File: config.mk
export PLATFORM = sky130hd
export DESIGN_NAME = xmm_write_back_pipe
export DESIGN_NICKNAME = d
export VERILOG_FILES = /design/src/rtl/xmm_write_back_pipe.sv
export SDC_FILE = /design/constraint.sdc
export NUM_CORES = 1
export LEC_CHECK = 0
export CELL_PAD_IN_SITES_DETAIL_PLACEMENT = 0
export CELL_PAD_IN_SITES_GLOBAL_PLACEMENT = 1
export CORE_MARGIN = 2
export CORE_UTILIZATION = 25
export DETAILED_ROUTE_END_ITERATION = 16
export GPL_TIMING_DRIVEN = 0
export HOLD_SLACK_MARGIN = 0.02
export PLACE_DENSITY = 0.53
export SLEW_MARGIN = 20
export SYNTH_ARGS = -nofsm -noshare
export SYNTH_HDL_FRONTEND = slang
export SYNTH_SLANG_ARGS = --single-unit
export TNS_END_PERCENT = 1
File: constraint.sdc
create_clock -name clk -period 20.8 [get_ports clk]
set_input_delay 4.16 -clock clk [delete_from_list [all_inputs] [get_ports clk]]
set_output_delay 4.16 -clock clk [all_outputs]
set_load 0.05 [all_outputs]
File: src/rtl/xmm_write_back_pipe.sv
// xmm_write_back_pipe: converts ALU/memory/FPU write-back results to XMM fixed point
module xmm_write_back_pipe #(
    parameter int XMM_WIDTH = 64,
    parameter int FRAC_BITS = 15,
    parameter int REG_IDX_W = 4,
    parameter int DEPTH     = 4
) (
    input  logic                 clk,
    input  logic                 rst_n,
    input  logic                 in_valid,
    output logic                 in_ready,
    input  logic [2:0]           in_src,
    input  logic [REG_IDX_W-1:0] in_idx,
    input  logic [31:0]          alu_res,
    input  logic [31:0]          mem_read_data,
    input  logic [XMM_WIDTH-1:0] fpu_res,
    output logic                 out_valid,
    input  logic                 out_ready,
    output logic [REG_IDX_W-1:0] out_idx,
    output logic [XMM_WIDTH-1:0] out_data,
    output logic                 out_sat,
    output logic                 out_err,
    input  logic                 sat_clr,
    output logic [15:0]          sat_count
);
    localparam int PW = $clog2(DEPTH);
    localparam logic [PW:0] FULL = (PW+1)'(DEPTH);
    localparam logic [XMM_WIDTH-1:0] MAX_POS = {1'b0, {(XMM_WIDTH-1){1'b1}}};

    logic                 s1_valid;
    logic [2:0]           s1_src;
    logic [REG_IDX_W-1:0] s1_idx;
    logic [31:0]          s1_alu, s1_mem, fp_in;
    logic [XMM_WIDTH-1:0] s1_fpu;
    logic [REG_IDX_W-1:0] q_idx [DEPTH];
    logic [XMM_WIDTH-1:0] q_data [DEPTH];
    logic [DEPTH-1:0]     q_sat, q_err;
    logic [PW-1:0]        wr_ptr, rd_ptr, head;
    logic [PW:0]          count;
    logic                 push, pop, accept;
    logic [XMM_WIDTH-1:0] cv_data;
    logic                 cv_sat, cv_err;
    logic [XMM_WIDTH:0]   fp_res;

    // Returns {sat, data}; value is mant24 * 2^sh with sh = exp - 150 + FRAC_BITS
    function automatic logic [XMM_WIDTH:0] fp_conv(input logic [31:0] f);
        logic [7:0]           e;
        logic [XMM_WIDTH-1:0] mant, mag, res;
        logic                 sat;
        int                   sh;
        e    = f[30:23];
        mant = {{(XMM_WIDTH-24){1'b0}}, 1'b1, f[22:0]};
        sh   = int'(e) - 150 + FRAC_BITS;
        mag  = '0;
        res  = '0;
        sat  = 1'b0;
        if (e == 8'hFF) begin
            sat = 1'b1;
            res = (f[22:0] != '0) ? '0 : (f[31] ? ~MAX_POS : MAX_POS);
        end else if (e != 8'h00) begin
            if (sh >= XMM_WIDTH - 24) begin
                res = f[31] ? ~MAX_POS : MAX_POS;
                sat = !(f[31] && sh == XMM_WIDTH - 24 && f[22:0] == '0);
            end else begin
                mag = (sh >= 0) ? mant << sh : mant >> (-sh);
                res = f[31] ? -mag : mag;
            end
        end
        return {sat, res};
    endfunction

    assign fp_in  = s1_src[2] ? s1_mem : s1_alu;
    assign fp_res = fp_conv(fp_in);

    always_comb begin
        cv_data = '0;
        cv_sat  = 1'b0;
        cv_err  = 1'b0;
        case (s1_src)
            3'b000:         cv_data = {{(XMM_WIDTH-32){1'b0}}, s1_alu} << FRAC_BITS;
            3'b001:         cv_data = {{(XMM_WIDTH-32){s1_alu[31]}}, s1_alu} << FRAC_BITS;
            3'b010, 3'b100: {cv_sat, cv_data} = fp_res;
            3'b110:         cv_data = s1_fpu;
            default:        cv_err = 1'b1;
        endcase
    end

    assign out_valid = count != '0;
    assign pop       = out_valid && out_ready;
    assign push      = s1_valid && (count != FULL || pop);
    assign in_ready  = rst_n && (!s1_valid || push);
    assign accept    = in_valid && in_ready;
    // When empty the head points at the last popped slot so outputs hold
    assign head      = out_valid ? rd_ptr : rd_ptr - 1'b1;
    assign out_idx   = q_idx[head];
    assign out_data  = q_data[head];
    assign out_sat   = q_sat[head];
    assign out_err   = q_err[head];

    always_ff @(posedge clk or negedge rst_n) begin
        if (!rst_n) begin
            s1_valid <= 1'b0;
            s1_src   <= '0;
            s1_idx   <= '0;
            s1_alu   <= '0;
            s1_mem   <= '0;
            s1_fpu   <= '0;
        end else if (accept) begin
            s1_valid <= 1'b1;
            s1_src   <= in_src;
            s1_idx   <= in_idx;
            s1_alu   <= alu_res;
            s1_mem   <= mem_read_data;
            s1_fpu   <= fpu_res;
        end else if (push) begin
            s1_valid <= 1'b0;
        end
    end

    always_ff @(posedge clk or negedge rst_n) begin
        if (!rst_n) begin
            wr_ptr <= '0;
            rd_ptr <= '0;
            count  <= '0;
            q_sat  <= '0;
            q_err  <= '0;
            for (int i = 0; i < DEPTH; i++) begin
                q_idx[i]  <= '0;
                q_data[i] <= '0;
            end
        end else begin
            if (push) begin
                q_idx[wr_ptr]  <= s1_idx;
                q_data[wr_ptr] <= cv_data;
                q_sat[wr_ptr]  <= cv_sat;
                q_err[wr_ptr]  <= cv_err;
                wr_ptr         <= wr_ptr + 1'b1;
            end
            if (pop)
                rd_ptr <= rd_ptr + 1'b1;
            if (push != pop)
                count <= push ? count + 1'b1 : count - 1'b1;
        end
    end

    always_ff @(posedge clk or negedge rst_n) begin
        if (!rst_n)
            sat_count <= '0;
        else if (sat_clr)
            sat_count <= '0;
        else if (pop && out_sat && sat_count != 16'hFFFF)
            sat_count <= sat_count + 1'b1;
    end
endmodule

# After elaboration in Yosys (flattened, before gate mapping)
# Index checks and enable logic that the tools add are counted.
# classes
muxes,40
magnitude_cmp,8
shifts,2
bitwise_logic,2
addsub,10
eq_ne,9
n_reduce_logical,23
# op_table
operator,n
64-bit 2-to-1 mux,10
256-bit bitwise mux,1
64-bit case mux with 4 select lines,1
64-bit binary-select mux with 2-bit select,1
64-bit demux with 2-bit select,1
64-bit negation,1
24-bit by 32-bit left shift with 64-bit output,1
24-bit by 32-bit >> shifter with 64-bit output,1
16-bit 2-to-1 mux,2
32-bit 2-to-1 mux,1
10-bit negation with 32-bit output,1
23-bit logical NOT,1
23-bit nonzero test,1
16-bit by 1-bit adder with 16-bit output (second input constant),1
16-bit bitwise mux,1
16-bit != test (second input constant),1
4-bit 2-to-1 mux,3
9-bit by 5-bit adder with 10-bit output (second input constant),1
10-bit by 7-bit == test with 1-bit output (second input constant),1
10-bit by 1-bit >= comparator with 1-bit output (second input constant),1
10-bit by 7-bit >= comparator with 1-bit output (second input constant),1
1-bit logical AND,10
1-bit 2-to-1 mux,10
8-bit by 8-bit subtractor with 9-bit output (second input constant),1
other kinds (30),40
# totals
elab_cells,114
input_bits,140
out_inout_bits,88
regBits,439

# Logic depth before layout (Yosys ltp)
# Gate-level depths: netlist of the first run.
# depth
ltp_word,13
mapped_depth,40
mapped_depth_nobuf,26

# Least setup slack after synthesis of the first run
# No wires, ideal clock.
# synth_path
kind,input-to-output
start,in out_ready
end,out in_ready
path_buffers,0
arrival_time_ns,4.987
stages,3
setup_slack_ns,11.653
t_required_ns,16.640
cell_sequence,nor4b_1 -> nand2_1 -> and2_0
# synth_between
elab_chain_cells,5
# synth_rtl
item,line_no,source
from (decl),18,"input logic out_ready,"
1-bit logical AND,89,assign pop = out_valid && out_ready;
1-bit logical OR,90,assign push = s1_valid && (count != FULL || pop);
1-bit logical AND,90,
1-bit logical OR,91,assign in_ready = rst_n && (!s1_valid || push);
1-bit logical AND,91,
to (decl),11,"output logic in_ready,"
# No other way between the ends.

# Final worst setup path of the first run
# layout_path
start,reg s1_src[2]
end,reg q_data[80] in the netlist's numbering
# layout_between
elab_chain_cells,13
word_cells_on_any_way,27
cone_classes,add/sub (4); order compare (2); eq/ne (5); shift (2); mux (10); reduce/logical (4)
# layout_rtl
item,line_no,source
from (decl),31,logic [2:0] s1_src;
from (signal assigned),110,s1_src <= in_src;
32-bit 2-to-1 mux,72,assign fp_in = s1_src[2] ? s1_mem : s1_alu;
8-bit by 8-bit subtractor with 9-bit output,53,sh = int'(e) - 150 + FRAC_BITS;
9-bit by 5-bit adder with 10-bit output,53,
10-bit negation with 32-bit output,65,mag = (sh >= 0) ? mant << sh : mant >> (-sh);
24-bit by 32-bit >> shifter with 64-bit output,65,
64-bit 2-to-1 mux,65,
64-bit negation,66,res = f[31] ? -mag : mag;
64-bit 2-to-1 mux,66,
64-bit 2-to-1 mux,61,if (sh >= XMM_WIDTH - 24) begin
64-bit 2-to-1 mux,60,end else if (e != 8'h00) begin
64-bit 2-to-1 mux,57,if (e == 8'hFF) begin
64-bit case mux with 4 select lines (*),79,case (s1_src)
256-bit bitwise mux (*),134,q_data[wr_ptr] <= cv_data;
"to (signal, indexed assignment)",134,
to (decl),36,logic [XMM_WIDTH-1:0] q_data [DEPTH];
# Every way passes the cells marked *; elsewhere a longest branch is shown, timed or not.
# A chain may end at the register's enable or synchronous reset.

==> implementation parameters, run 1 <==
Parameter                              Value

Global route
  Number of global-route vias before repair    approximately 25,000
  Total global routing track utilization    0.227
  Largest net degree at the start of global routing    between 90 and 100
  Number of antenna violations at the first check in global routing    2
  Overflow left after global routing    0
  Wire length of the first global-routing pass    192,000 microns

Pwr
  Peak VDD IR    0.0715 mV
  Power per standard cell area    ~190 nW/um^2
  Leakage power of the design    roughly 14 nW
  Overall power    between 6 and 7 mW

Worst setup path
  Worst Setup Start Kind    flip-flop
  WP data arrival    ~12 ns
  Critical Path Max Stage Delay    0.86 ns
  R2R Path Start    s1_src[2]$_DFFE_PN0P_
  Library cell contributing the largest single delay on the critical path    a222oi_1
  Cell repeated most along the worst path    buf_6
  Count of buffer and inverter cells on the critical path    17
  Kind of cell adding the most delay to the critical path    buffers and inverters
  Worst endpoint required time    approximately 21 ns
  Critical path peak fanout    13
  Category of the critical setup timing path    reg -> reg
  Origin of the worst setup path    s1_src[2]$_DFFE_PN0P_
  Cell count along the critical path    41
  Worst setup EP type    flip-flop
  R2r worst-path depth    41

Finish
  Final instance area    roughly 35,000 sq um
  Non-filler instance count after layout    around 4,700
  Number of nets at the end of the flow    3,283
  Number of filler instances in the final layout    between 10,000 and 15,000
  Most common cell after layout, fill and taps aside    dfrtp_1
  Finished Core Util    0.309
  Most used cells in the layout excluding fill and tap cells    dfrtp_1, nand2_1, mux2_2, clkdlybuf4s50_1, nor2_1
  Area growth syn-to-layout    22.1%
  Share of final-layout standard cells stronger than drive strength 1    0.210

Drt
  DRT Pass-1 Iters    6
  Iter 0 DRT Violations    approximately 2,600
  Number of design rule violations left after detail routing    0
  DR WL/cell    ~29 microns
  Residual antenna-violating net count after detailed routing    0
  Via count of the routed design    around 26,000
  Final routed wirelength across all metal layers    about 130,000 microns
  Number of vias per cell after detailed routing    around 5.5

CTS
  Source-to-sink clock delay at the later pin of the worst-skew pair    roughly 0.7 ns
  CTS H-tree depth    2
  Post-cts resize count    0
  Number of hold-repair buffers added at the cts stage    0
  Post-CTS clock slew at the launch and capture registers of the worst setup and hold paths    0.07 ns
  Number of CTS-inserted buffers    roughly 50
  Post-CTS Setup Repair Bufs    0
  Cell chosen for the clock root    clkbuf_16
  CTS max path bufs    3
  TritonCTS clock tree    yes
  Sink count of the clock tree    approximately 440

Timing
  Clock skew after layout    roughly 0.072 ns
  Total count of hold-check failures in the final report    0
  Final min period    roughly 12 ns
  Unrepaired setup endpoints after global routing    false
  Number of setup violations in the final report    0
  Max frequency    between 0.08 and 0.09 GHz
  Number of max-slew violations in the final report    0
  Worst Hold Slack    0.472 ns
  Post-layout worst setup margin    between 8 and 9 ns
  Headroom to the max-slew limit    0.194
  Tightest Pin Transition    roughly 1.2 ns
  Total negative slack for setup checks    0 ns
  Part of the cycle the worst path needs    0.570

Placement
  Post-placement cell count    4,571
  Placed cell areas    roughly 33,000 sq um
  Port-buffer cells    about 230
  Placement Setup Slack    just over 9 ns
  RePlAce Congestion    0.971
  Detailed-placement wirelength estimate    about 110,000 microns

Floorplanning
  Cell Rows    about 120
  Die W    ~340 microns
  Die area    between 100,000 and 150,000 sq um
  Io pins    around 230
  Starting utilization of the core area    0.253
  Placeable Area    113,000 sq um
  Die Span Y    between 300 and 400 microns

Logic synthesis
  Number of synthesized flops with an enable pin    0
  Total of flip-flops plus latches after synthesis    439
  Share of async-settable or async-resettable flops after synthesis    1.00
  Syn Std Cell Area    around 28,000 sq um
  Fraction of the yosys area taken by sequential cells    0.386
  Predominant post-synthesis flop cell    dfrtp_1
  Average cell area after synthesis    10.0 sq um
  Synthesized instance count    2,836
  Distinct cells, synth    approximately 140
  Number of synthesis warnings    0
  Post-synth net total    between 2,000 and 3,000

Min path
  Origin of the worst min-delay path    q_data[145]$_DFFE_PN0P_
  Path class of the lowest-slack min-delay path    reg -> reg
  Hold path depth    2

Run
  Max-cap viol count    0

Run status
  Status    finished clean
-- path summary, 6_finish.rpt --
kind,endpoint,slack (ns)
min reg2reg,q_data[145]$_DFFE_PN0P_,0.47
max reg2reg,q_data[80]$_DFFE_PN0P_,8.94
min,q_data[145]$_DFFE_PN0P_,0.47
min in group asynchronous,s1_alu[27]$_DFFE_PN0P_,3.33
max in group asynchronous,s1_alu[30]$_DFFE_PN0P_,14.98
max,q_data[80]$_DFFE_PN0P_,8.94
-- power by group --
group	switching (mW)	internal [mW]
clock network	0.410	0.628
registers	0.191	1.14
logic	2.73	1.40
-- sequential cells by signal (all words and copies together), names as in the netlist --
register / count
s1_alu: 32
s1_mem: 32
wr_ptr: 2
s1_valid: 1
s1_src: 3
rd_ptr: 2
q_idx: 16
q_sat: 4
q_err: 4
s1_idx: 4
count: 3
q_data: 256
sat_count: 16
s1_fpu: 64
-- cell families (layout without fill, tap and decap cells) --
logic type	after synthesis	after routing	synth area share
mux	466	466	0.215
fa+ha+maj	19	19	0.00861
other cells	0	1	0
xor+xnor	46	46	0.0162
buf+inv	221	552	0.0362
flops	439	439	0.386
simple gates	917	917	0.158
compound gates	728	728	0.180
-- synthesized netlist by cell type, drive strengths merged (9+ instances only) --
| library cell | number | area (sq um) |
|---|---|---|
| clkbuf | 138 | 518 |
| a22o | 13 | 114 |
| ha | 18 | 225 |
| or3 | 23 | 149 |
| nand4 | 25 | 186 |
| o31ai | 26 | 200 |
| a211o | 9 | 78.8 |
| a22oi | 34 | 265 |
| o22ai | 25 | 170 |
| a211oi | 28 | 223 |
| nor3b | 10 | 80.1 |
| nand2 | 327 | 1230 |
| mux2i | 79 | 861 |
| a21o | 21 | 158 |
| dfrtp | 439 | 11000 |
| or2 | 15 | 93.8 |
| o21a | 15 | 114 |
| o22a | 15 | 149 |
| nor2b | 10 | 62.6 |
| o211ai | 20 | 155 |
| a221oi | 17 | 179 |
| mux4 | 80 | 1800 |
| and3 | 16 | 100 |
| a31oi | 64 | 440 |
| nand2b | 14 | 87.6 |
| a32oi | 15 | 139 |
| buf | 62 | 434 |
| xnor2 | 26 | 250 |
| nor4 | 30 | 273 |
| nor2 | 218 | 831 |
| a21oi | 127 | 654 |
| mux2 | 307 | 3460 |
| o21ai | 185 | 941 |
| nor3 | 72 | 417 |
| nand3 | 92 | 475 |
| and2 | 26 | 163 |
| inv | 20 | 75.1 |
| xor2 | 18 | 165 |
-- layout make-up --
class                           count  area, sq um  area share
Multi-Input combinational cell   2176        16500       0.474
Clock inverter                     26          464      0.0133
Tap cell                         1500         1880      0.0539
Inverter                           21         78.8     0.00226
Clock buffer                       70         1480      0.0425
Timing Repair Buffer              235         2450      0.0705
Antenna cell                        1         2.50   0.0000719
Sequential cell                   439        11000       0.316
Buffer                            200          965      0.0277
-- worst register-to-register path: cells and delay by family, from the launching register on --
kind,cells,cell delay [ns]
simple gates,10,2.25
mux,2,0.52
fa+ha+maj,3,0.95
compound gates,9,2.73
buf+inv,17,4.81
flops,1,0.42
-- metal layers --
layer  part of all wire  wire, microns  global-route usage
met1               0.46          61900               0.323
met2               0.44          58900               0.347
met3              0.071           9620              0.0451
met4              0.031           4220              0.0642
met5                  0              0                   0
Note: power is estimated with default switching activity, not from simulation.
==> run 2: changes to the inputs <==
==> constraint.sdc (replaced) <==
create_clock -name clk -period 11.65 [get_ports clk]
set_input_delay 2.33 -clock clk [delete_from_list [all_inputs] [get_ports clk]]
set_output_delay 2.33 -clock clk [all_outputs]
set_load 0.05 [all_outputs]
==> run 2 against run 1 <==
Compared with the run above:
- worst hold slack is essentially flat
- critical path depth shrank 1
- combinational power grew 78%
- global-route usage is the same
- design area is essentially flat
- sequential cell count is the same
- register-to-register slack lost 8.5 ns
- critical path type unchanged
- largest power group unchanged
- highest routed layer unchanged
==> implementation parameters, run 2 (same netlist as run 1, synthesis figures left out) <==
Parameter                              Value

Floorplanning
  Placeable Area    113,000 sq um (unchanged)
  Cell Rows    123 (unchanged)
  Die W    342 microns (unchanged)
  Io pins    228 (unchanged)
  Die area    117,000 sq um (unchanged)
  Die Span Y    342 microns (unchanged)
  Starting utilization of the core area    0.253 (unchanged)

Timing
  Tightest Pin Transition    1.25 ns (+0.0473 ns)
  Number of setup violations in the final report    0 (unchanged)
  Unrepaired setup endpoints after global routing    false
  Final min period    11.19 ns (-0.673 ns)
  Headroom to the max-slew limit    0.166 (-0.0285)
  Number of max-slew violations in the final report    0 (unchanged)
  Max frequency    0.0894 GHz (+6.0%)
  Part of the cycle the worst path needs    0.961 (+0.390)
  Clock skew after layout    0.0705 ns (-0.00140 ns)
  Total count of hold-check failures in the final report    0 (unchanged)

Placement
  Detailed-placement wirelength estimate    106,000 microns (unchanged)
  Port-buffer cells    226 (unchanged)
  Placed cell areas    32,900 sq um (unchanged)
  RePlAce Congestion    0.971 (unchanged)

Min path
  Path class of the lowest-slack min-delay path    reg -> reg

Run status
  Status    finished clean

Pwr
  Logic pwr share    0.636 (about the same)
  Fraction of power spent switching nets    0.513 (about the same)
  Peak VDD IR    0.128 mV (+79%)
  Power Internal    5.65 mW (+79%)
  Part of the power in the clock network    0.160 (about the same)
  Power per standard cell area    333 nW/um^2 (+79%)
  Sequential power share    0.204 (about the same)
  Leakage power of the design    14.0 nW (about the same)
  Switching power    5.95 mW (+79%)

Run
  Max-cap viol count    0 (unchanged)

CTS
  Post-CTS Setup Repair Bufs    0 (unchanged)
  CTS H-tree depth    2 (unchanged)
  TritonCTS clock tree    yes
  CTS max path bufs    3 (unchanged)
  Post-CTS clock slew at the launch and capture registers of the worst setup and hold paths    0.07 ns (about the same)
  Cell chosen for the clock root    clkbuf_16
  Source-to-sink clock delay at the later pin of the worst-skew pair    0.70 ns (about the same)
  Number of CTS-inserted buffers    51 (unchanged)
  Sink count of the clock tree    439 (unchanged)

Finish
  Share of final-layout standard cells stronger than drive strength 1    0.211 (+0.000382)
  Number of filler instances in the final layout    11,831 (-0.025%)
  Area growth syn-to-layout    22.2% (about the same)
  Flip-flop count of the largest register, all copies and words added    256 (unchanged)
  Final instance area    34,800 sq um (about the same)
  Most common cell after layout, fill and taps aside    dfrtp_1
  Finished Core Util    0.309 (about the same)
  Top register by number of flip-flops    q_data
  Most used cells in the layout excluding fill and tap cells    dfrtp_1, nand2_1, mux2_2, clkdlybuf4s50_1, nor2_1
  Largest registers in the final layout    q_data: 256 flops, s1_fpu: 64 flops
  Number of nets at the end of the flow    3,282 (-0.030%)

Global route
  Overflow left after global routing    0 (unchanged)
  Number of antenna violations at the first check in global routing    2 (unchanged)
  Number of global-route vias before repair    25,416 (unchanged)
  Largest net degree at the start of global routing    92 (unchanged)
  Wire length of the first global-routing pass    192,000 microns (unchanged)
  Total global routing track utilization    0.227 (unchanged)

Worst setup path
  Cell repeated most along the worst path    buf_6
  Critical Path Max Stage Delay    0.87 ns (about the same)
  WP data arrival    11.68 ns (-0.67 ns)
  R2r worst-path depth    40 (-2.4%)
  Critical path peak fanout    22 (+9)
  Worst setup EP type    flip-flop
  Worst Setup Start Kind    flip-flop
  R2R Path End    q_data[80]$_DFFE_PN0P_
  Category of the critical setup timing path    reg -> reg
  Worst endpoint required time    12.14 ns (-9.15 ns)
  Library cell contributing the largest single delay on the critical path    a222oi_1
  Critical path destination    q_data[80]$_DFFE_PN0P_
  Origin of the worst setup path    s1_src[2]$_DFFE_PN0P_
  R2R Path Start    s1_src[2]$_DFFE_PN0P_
  Minimum setup slack among reg-to-reg paths    0.46 ns (-8.48 ns)

Drt
  Number of design rule violations left after detail routing    0 (unchanged)
  Number of vias per cell after detailed routing    5.52 (about the same)
  Final routed wirelength across all metal layers    135,000 microns (about the same)
  Residual antenna-violating net count after detailed routing    0 (unchanged)
  DR WL/cell    28.8 microns (-0.10%)
  Via count of the routed design    25,770 (+0.035%)
  DRT Pass-1 Iters    6 (unchanged)
  Iter 0 DRT Violations    2,748 (+3.8%)
## run 2: cell types whose count changed in the layout (fill, tap and decap cells not counted)
cell,before,now
clkbuf_2,10,11
clkbuf_1,136,135
diode_2,1,4
buf_1,5,4
## run 2: metrics by stage
step | setup WS (ns) | power (mW) | hold WS [ns] | setup TNS, ns | cells
CTS | 0.131 | 11.5 | 0.474 | 0 | 4667
global route | 0.178 | 12.1 | 0.497 | 0 | 4666
detailed placement | 0.209 | 9.63 | 0.460 | 0 | 4571
global placement | -13.30 | 9.65 | 0.458 | -7215.74 | 4562
floorplan | 3.81 | 6.95 | 0.441 | 0 | 2836
finish | 0.460 | 11.6 | 0.472 | 0 | 4670
## run 2: cell type report
type,count,area (sq um),share of cell area
Tap cell,1500,1880,0.0539
Multi-Input combinational cell,2176,16500,0.474
Inverter,21,78.8,0.00226
Clock buffer,70,1480,0.0425
Buffer,199,962,0.0276
Antenna cell,4,10.0,0.000288
Clock inverter,26,464,0.0133
Sequential cell,439,11000,0.316
Timing Repair Buffer,235,2450,0.0705
## run 2: repair_timing
item,in CTS,in global routing
hold buffers,0,0
endpoints found under the setup margin,0,42
gates resized for setup,0,2
## run 2: power groups by stage
stage | sequential (mW) | combinational, mW | clock, mW
6_report | 2.37 | 7.37 | 1.85
5_1_grt | 2.43 | 7.71 | 1.97
4_1_cts | 2.37 | 7.26 | 1.91
3_5_place_dp | 2.39 | 7.24 | 0
3_3_place_gp | 2.40 | 7.25 | 0
2_1_floorplan | 2.25 | 4.70 | 0
## run 2: how the worst min path moves through the flow
stage                             from  depth (start not counted)                      end
2_1_floorplan    q_idx[10]$_DFFE_PN0P_                          2    q_idx[10]$_DFFE_PN0P_
3_3_place_gp      q_idx[5]$_DFFE_PN0P_                          2     q_idx[5]$_DFFE_PN0P_
3_5_place_dp     q_idx[15]$_DFFE_PN0P_                          2    q_idx[15]$_DFFE_PN0P_
4_1_cts          q_idx[15]$_DFFE_PN0P_                          2    q_idx[15]$_DFFE_PN0P_
5_1_grt           q_idx[0]$_DFFE_PN0P_                          2     q_idx[0]$_DFFE_PN0P_
6_report       q_data[145]$_DFFE_PN0P_                          2  q_data[145]$_DFFE_PN0P_
## run 2: per-layer routing
metal  track usage  wire length (microns)  share of wire
met1         0.323                  61900           0.46
met2         0.347                  59000           0.44
met3        0.0451                   9630          0.072
met4        0.0642                   4070          0.030
met5             0                      0              0
## run 2: critical path: cells and delay by family (launching register included)
family / cells / cell delay, ns
compound gates: 9 / 2.70
fa+ha+maj: 3 / 0.88
buf+inv: 16 / 4.18
flops: 1 / 0.42
mux: 2 / 0.52
simple gates: 10 / 2.22
